`src/rtl/flight_mixer_core.sv`:
```
// flight_mixer_core
// Captures one receiver sample set, mixes it into NUM_MOTORS commands using a
// per-motor sign table with saturation, gates the commands through an
// arming/failsafe state machine and drives one glitch-free PWM output per motor.
//
// Ports:
//   clk, rst             system clock, synchronous active-high reset
//   rx_valid             one-cycle strobe qualifying pitch/roll/yaw/throttle
//   pitch, roll, yaw     offset-binary axes, centre 2^(CMD_W-1)
//   throttle             unsigned throttle
//   arm_req              level-sensitive arm switch
//   motor_cmd            registered mixed commands, motor m at [m*CMD_W +: CMD_W]
//   motor_pwm            registered PWM outputs, one per motor
//   state                0 = DISARMED, 1 = ARMED, 2 = FAILSAFE
//   failsafe             high while state == FAILSAFE
module flight_mixer_core #(
  parameter int                      NUM_MOTORS      = 4,
  parameter int                      CMD_W           = 8,
  parameter logic [3*NUM_MOTORS-1:0] MIX_SIGNS       = 12'b101_011_000_110,
  parameter int                      IDLE_CMD        = 20,
  parameter int                      ARM_THR_MAX     = 10,
  parameter int                      FAILSAFE_CYCLES = 1000000,
  parameter int                      PWM_DIV         = 1
) (
  input  logic                        clk,
  input  logic                        rst,
  input  logic                        rx_valid,
  input  logic [CMD_W-1:0]            pitch,
  input  logic [CMD_W-1:0]            roll,
  input  logic [CMD_W-1:0]            yaw,
  input  logic [CMD_W-1:0]            throttle,
  input  logic                        arm_req,
  output logic [NUM_MOTORS*CMD_W-1:0] motor_cmd,
  output logic [NUM_MOTORS-1:0]       motor_pwm,
  output logic [1:0]                  state,
  output logic                        failsafe
);

  // Three guard bits keep throttle +/- three centred axes free of overflow.
  localparam int SUM_W = CMD_W + 3;
  localparam int WD_W  = $clog2(FAILSAFE_CYCLES + 1);
  localparam int PRE_W = (PWM_DIV > 1) ? $clog2(PWM_DIV) : 1;

  localparam logic [CMD_W-1:0]        CMD_MAX  = {CMD_W{1'b1}};
  localparam logic signed [SUM_W-1:0] CENTRE_S = SUM_W'(32'd1 << (CMD_W - 1));
  localparam logic signed [SUM_W-1:0] IDLE_S   = SUM_W'(IDLE_CMD);
  localparam logic signed [SUM_W-1:0] MAX_S    = $signed({3'b000, CMD_MAX});

  typedef enum logic [1:0] {
    ST_DISARMED = 2'd0,
    ST_ARMED    = 2'd1,
    ST_FAILSAFE = 2'd2
  } state_t;

  logic [CMD_W-1:0]            pitch_h_r, roll_h_r, yaw_h_r, throttle_h_r;
  logic                        rx_seen_r;
  logic [WD_W-1:0]             wd_cnt_r;
  state_t                      state_r;
  logic                        failsafe_r;
  logic [NUM_MOTORS*CMD_W-1:0] motor_cmd_r;
  logic [NUM_MOTORS*CMD_W-1:0] duty_r;
  logic [CMD_W-1:0]            pwm_cnt_r;
  logic [PRE_W-1:0]            presc_r;
  logic [NUM_MOTORS-1:0]       motor_pwm_r;

  logic                        expired_s;
  logic                        trip_s;
  logic                        pwm_tick_s;
  logic signed [SUM_W-1:0]     thr_s, p_s, r_s, y_s;
  logic [NUM_MOTORS*CMD_W-1:0] mix_s;

  // Mix one motor: signs = {yaw, roll, pitch}, 1 subtracts the term; result
  // is clamped to [IDLE_CMD, 2^CMD_W-1].
  function automatic logic [CMD_W-1:0] mix_one(
    input logic [2:0]              signs,
    input logic signed [SUM_W-1:0] thr,
    input logic signed [SUM_W-1:0] p,
    input logic signed [SUM_W-1:0] r,
    input logic signed [SUM_W-1:0] y
  );
    logic signed [SUM_W-1:0] sum;
    sum = thr;
    sum = signs[0] ? (sum - p) : (sum + p);
    sum = signs[1] ? (sum - r) : (sum + r);
    sum = signs[2] ? (sum - y) : (sum + y);
    if (sum < IDLE_S) begin
      mix_one = CMD_W'(IDLE_CMD);
    end else if (sum > MAX_S) begin
      mix_one = CMD_MAX;
    end else begin
      mix_one = sum[CMD_W-1:0];
    end
  endfunction

  assign expired_s  = (wd_cnt_r == WD_W'(FAILSAFE_CYCLES));
  // A fresh sample arriving while the watchdog sits at its limit rescues the link.
  assign trip_s     = expired_s && !rx_valid;
  assign pwm_tick_s = (presc_r == PRE_W'(PWM_DIV - 1));

  assign thr_s = $signed({3'b000, throttle_h_r});
  assign p_s   = $signed({3'b000, pitch_h_r}) - CENTRE_S;
  assign r_s   = $signed({3'b000, roll_h_r})  - CENTRE_S;
  assign y_s   = $signed({3'b000, yaw_h_r})   - CENTRE_S;

  // Combinational mix of the held sample for every motor.
  always_comb begin
    mix_s = '0;
    for (int m = 0; m < NUM_MOTORS; m++) begin
      mix_s[m*CMD_W +: CMD_W] = mix_one(MIX_SIGNS[3*m +: 3], thr_s, p_s, r_s, y_s);
    end
  end

  // Receiver sample hold registers.
  always_ff @(posedge clk) begin
    if (rst) begin
      pitch_h_r    <= '0;
      roll_h_r     <= '0;
      yaw_h_r      <= '0;
      throttle_h_r <= '0;
      rx_seen_r    <= 1'b0;
    end else if (rx_valid) begin
      pitch_h_r    <= pitch;
      roll_h_r     <= roll;
      yaw_h_r      <= yaw;
      throttle_h_r <= throttle;
      rx_seen_r    <= 1'b1;
    end
  end

  // Link-loss watchdog: counts idle cycles, saturates at FAILSAFE_CYCLES.
  always_ff @(posedge clk) begin
    if (rst) begin
      wd_cnt_r <= '0;
    end else if (rx_valid) begin
      wd_cnt_r <= '0;
    end else if (!expired_s) begin
      wd_cnt_r <= wd_cnt_r + WD_W'(1);
    end
  end

  // Arming / failsafe state machine.
  always_ff @(posedge clk) begin
    if (rst) begin
      state_r    <= ST_DISARMED;
      failsafe_r <= 1'b0;
    end else begin
      case (state_r)
        ST_DISARMED: begin
          if (arm_req && rx_seen_r && !expired_s &&
              (throttle_h_r <= CMD_W'(ARM_THR_MAX))) begin
            state_r <= ST_ARMED;
          end
        end
        ST_ARMED: begin
          // Dropping the switch beats a simultaneous link loss.
          if (!arm_req) begin
            state_r <= ST_DISARMED;
          end else if (trip_s) begin
            state_r    <= ST_FAILSAFE;
            failsafe_r <= 1'b1;
          end
        end
        ST_FAILSAFE: begin
          if (!arm_req && !expired_s) begin
            state_r    <= ST_DISARMED;
            failsafe_r <= 1'b0;
          end
        end
        default: begin
          state_r    <= ST_DISARMED;
          failsafe_r <= 1'b0;
        end
      endcase
    end
  end

  // Registered motor commands, forced to zero unless armed.
  always_ff @(posedge clk) begin
    if (rst) begin
      motor_cmd_r <= '0;
    end else if (state_r == ST_ARMED) begin
      motor_cmd_r <= mix_s;
    end else begin
      motor_cmd_r <= '0;
    end
  end

  // PWM prescaler, period counter, per-period duty latch and comparators.
  always_ff @(posedge clk) begin
    if (rst) begin
      presc_r     <= '0;
      pwm_cnt_r   <= '0;
      duty_r      <= '0;
      motor_pwm_r <= '0;
    end else begin
      presc_r <= pwm_tick_s ? '0 : (presc_r + PRE_W'(1));
      if (pwm_tick_s) begin
        pwm_cnt_r <= pwm_cnt_r + CMD_W'(1);
        // Duty only changes at the period boundary, keeping pulses glitch-free.
        if (pwm_cnt_r == CMD_MAX) begin
          duty_r <= motor_cmd_r;
        end
      end
      for (int m = 0; m < NUM_MOTORS; m++) begin
        motor_pwm_r[m] <= (pwm_cnt_r < duty_r[m*CMD_W +: CMD_W]);
      end
    end
  end

  assign motor_cmd = motor_cmd_r;
  assign motor_pwm = motor_pwm_r;
  assign state     = state_r;
  assign failsafe  = failsafe_r;

endmodule
```
`config.mk`:
```
export PLATFORM = sky130hd
export DESIGN_NAME = flight_mixer_core
export DESIGN_NICKNAME = d
export VERILOG_FILES = /design/src/rtl/flight_mixer_core.sv
export SDC_FILE = /design/constraint.sdc
export NUM_CORES = 1
export LEC_CHECK = 0
export CAP_MARGIN = 30
export CORE_MARGIN = 2
export CORE_UTILIZATION = 52
export DETAILED_ROUTE_END_ITERATION = 10
export PLACE_DENSITY = 0.73
export RECOVER_POWER = 100
export SLEW_MARGIN = 20
export SYNTH_ARGS = -nofsm -noshare
export SYNTH_HDL_FRONTEND = slang
export SYNTH_SLANG_ARGS = --single-unit
```
`constraint.sdc`:
```
create_clock -name clk -period 11.4 [get_ports clk]
set_input_delay 1.14 -clock clk [delete_from_list [all_inputs] [get_ports clk]]
set_output_delay 1.14 -clock clk [all_outputs]
set_load 0.01 [all_outputs]
```
==> impl_summary.log <==
INFO  metric status = complete, but fails checks
INFO  metric failing_checks = max-capacitance violations, max-slew violations
INFO  metric starting_utilization_of_the_core_area = 53.2%
INFO  metric routedWlPerCell = 14.7 um
INFO  metric post-synth-top-area-cell = dfxtp_1
INFO  metric grt_remaining_overflow = 0
INFO  metric p_switching = 697 uW
INFO  metric num_rows = 48
INFO  metric clock_latency_at_the_later_pin_of_the_worst_skew_pair = 0.42 ns
INFO  metric layout-area-overhead-vs-synth = 15.9%
INFO  metric detailedPlace.worstSlack = 6.87 ns
INFO  metric sequentialPowerShare = 27.7%
INFO  metric vdd_drop_max = 113 uV
INFO  metric intPower = 1.10 mW
INFO  metric dp.final_hpwl = 15.6 mm
INFO  metric postCtsResizedCells = 0
INFO  metric worst_setup_slack_after_layout = 6.45 ns
INFO  metric routed-via-count = 7293
INFO  metric start_kind = input port
INFO  metric buffer_depth_of_the_longest_clock_path = 2
INFO  metric reg2reg_slack = 6.76 ns
INFO  metric crit_path_max_fanout = 89
INFO  metric whs = 0.454 ns
INFO  metric synthDistinctLibCells = 71
INFO  metric post_drt_via_cell_ratio = 5.32
INFO  metric synth_area_leaders = dfxtp_1 29%, ha_1 11%, fa_1 9.4%
INFO  metric final_cell_area = 10700 sq um
INFO  metric ys_warn_count = 0
INFO  metric tightestPinTransition = 3.92 ns
INFO  metric path_class = in -> reg
INFO  metric post_synth.cell_area_avg = 8.61 sq um
INFO  metric clock_tree.htree_level_count = 4
INFO  metric gr-usage-all-layers = 22.3%
INFO  metric first_global_vias = 6903
INFO  metric finalCoreUtilization = 61.7%
INFO  metric cell_leakage_power = 4.44 nW
INFO  metric cts_tree = yes
INFO  metric placement.io_buffers = 74
INFO  metric switching_share = 38.8%
INFO  metric totalWireLength = 20.1 mm
INFO  metric final_net_count = 1292
INFO  metric cp_data_required_time = 11.69 ns
INFO  metric drt-initial-drc-count = 408
INFO  metric synthesis.instances = 1069
INFO  metric report.final.setup_viol = 0
INFO  metric synth-async-reset-ratio = 0%
INFO  metric finalCritPeriodShare = 43.4%
INFO  metric final.setup_skew = 0.0115 ns
INFO  metric clkPwrFrac = 28.5%
INFO  metric hold_viol_final = 0
INFO  metric synth-seq-area-share = 28.9%
INFO  metric endpoint_type_of_the_worst_setup_path = flop
INFO  metric fmax = 202 MHz
INFO  metric critical_path_arrival = 5.23 ns
INFO  metric worst_setup_hold_path_clk_slew = 0.05 ns
INFO  metric drive_above_1_share = 4.81%
INFO  metric maxCapViolations = 1
INFO  metric ys_ff_latch = 133
INFO  metric firstDrtPassIters = 5
INFO  metric post_dp_cell_area = 10100 sq um
INFO  metric layout.cells.most_common = dfxtp_1
INFO  metric finalWeightedCongestion = 0.924
INFO  metric synth.net_count = 1230
INFO  metric horizontal_die_dimension = 137 um
INFO  metric number_of_enable_flip_flop_cells_after_synthesis = 0
INFO  metric slew_violations = 90
INFO  metric detail_route.drc_violations = 0
INFO  metric setup_total_negative_slack = 0 ns
INFO  metric die-area = 18800 sq um
INFO  metric ios = 75
INFO  metric worst_hold_path_type = reg -> reg
INFO  metric mappedNetlistArea = 9210 sq um
INFO  metric die_height = 137 um
INFO  metric route.antenna.remaining_nets = 0
INFO  metric core = 17300 sq um
INFO  metric cts_sinks = 133
INFO  metric grt_start_max_net_pins = 90
INFO  metric rsz0062_at_grt = no
INFO  metric cts_hold_buf = 0
INFO  metric layout.cells.most_common_list = 133 x dfxtp_1, 104 x inv_1, 104 x nor2_1
INFO  metric post_cts_setup_repair_buffer_count = 0
INFO  metric synthDominantCellAreaShare = 28.9%
INFO  metric cts-buffers-inserted = 17
INFO  metric cellPowerDensity = 168 nW/um^2
INFO  metric master_cell_of_the_clock_root_buffer = clkbuf_16
INFO  metric maxSlewHeadroom = -161%
INFO  metric share_comb_of_total_power = 43.8%
INFO  metric grt_first_pass_wirelength = 33.1 mm
INFO  metric finalCriticalPeriod = 4.95 ns
INFO  metric yosys_most_used_dff = dfxtp_1
INFO  metric antenna_found_initial = 0
-- logic make-up (layout without fill, tap and decap cells) --
kind of cell	after synthesis	count (layout)	synth area share, %
other	1	2	0.0407
adder cells (fa/ha/maj)	129	129	20.9
AND/OR/NAND/NOR	331	331	17.0
XOR/XNOR	81	81	7.91
flip-flops	133	133	28.9
AO/OA/AOI/OAI	213	213	14.8
buffers and inverters	140	215	5.84
multiplexers	41	41	4.49
-- power by group through the flow --
| stage | Combinational, mW | Clock (mW) | Sequential, mW |
|---|---|---|---|
| final | 0.786 | 0.512 | 0.497 |
| after global routing | 0.881 | 0.540 | 0.499 |
| after detailed placement | 0.778 | 0 | 0.508 |
| after CTS | 0.785 | 0.519 | 0.497 |
| after floorplan | 0.616 | 0 | 0.504 |
| after global placement | 0.770 | 0 | 0.507 |
-- worst max-delay path: stages --
cell      delay [ns]
buf_2           0.07
clkbuf_1        2.73
nor2_1          0.27
nand2_1         0.65
or2_2           0.27
a21oi_1         0.06
-- worst paths after layout --
path,start,depth (start not counted),to
max,rst,6,motor_cmd[15]
min,duty_r[26],2,duty_r[26]
max reg2reg,pitch_h_r[1],17,motor_cmd[26]
min reg2reg,duty_r[26],2,duty_r[26]
-- layout make-up --
class	count	area [sq um]
Multi-Input combinational cell	796	6000
Clock inverter	12	95.1
Fill cell	1509	6630
Antenna cell	1	2.50
Inverter	105	394
Timing Repair Buffer	78	769
Tap cell	225	282
Clock buffer	20	457
Sequential cell	133	2660
-- metal layers --
| layer | wire, um | global-route usage (%) | vias up | share of wire (%) |
|---|---|---|---|---|
| met1 | 9330 | 29.3 | 3394 | 46 |
| met3 | 731 | 3.93 | 25 | 3.6 |
| li1 | - | - | 3741 | - |
| met4 | 291 | 6.01 | 0 | 1.4 |
| met5 | 0 | 0 | - | 0 |
| met2 | 9730 | 37.8 | 133 | 48 |
-- per-stage QoR --
| stage | power [mW] | std cells |
|---|---|---|
| 2_1_floorplan | 1.12 | 1069 |
| 3_3_place_gp | 1.28 | 1336 |
| 3_5_place_dp | 1.29 | 1337 |
| 4_1_cts | 1.80 | 1369 |
| 5_1_grt | 1.92 | 1369 |
| 6_report | 1.80 | 1370 |
-- cells in the mapped netlist, drive strengths merged (3+ instances only) --
master and number:
o21ai 30, nor2b 15, a211oi 13, xnor2 42
or3b 3, o21bai 6, nor2 105, nor3 10
dfxtp 133, a21boi 4, clkbuf 28, o31a 3
fa 43, nand2 101, a21o 16, ha 82
a21oi 94, and2 4, or3 5, o31ai 3
inv 104, and3 10, and4 3, buf 7
xor2 39, a211o 6, o21a 3, a221oi 3
nand3 19, nor4b 3, o211ai 4, or2 6
nor4 11, a31oi 8, maj3 4, nand4 8
nand2b 17, mux2i 39, nor3b 6
-- sequential cells by signal, indices dropped and copies added (netlist names) --
name,flops
pwm_cnt_r,8
wd_cnt_r,20
presc_r,1
yaw_h_r,8
motor_cmd,32
rx_seen_r,1
state,2
pitch_h_r,8
duty_r,32
throttle_h_r,8
failsafe,1
motor_pwm,4
roll_h_r,8
(Power assumes the default switching activity.)
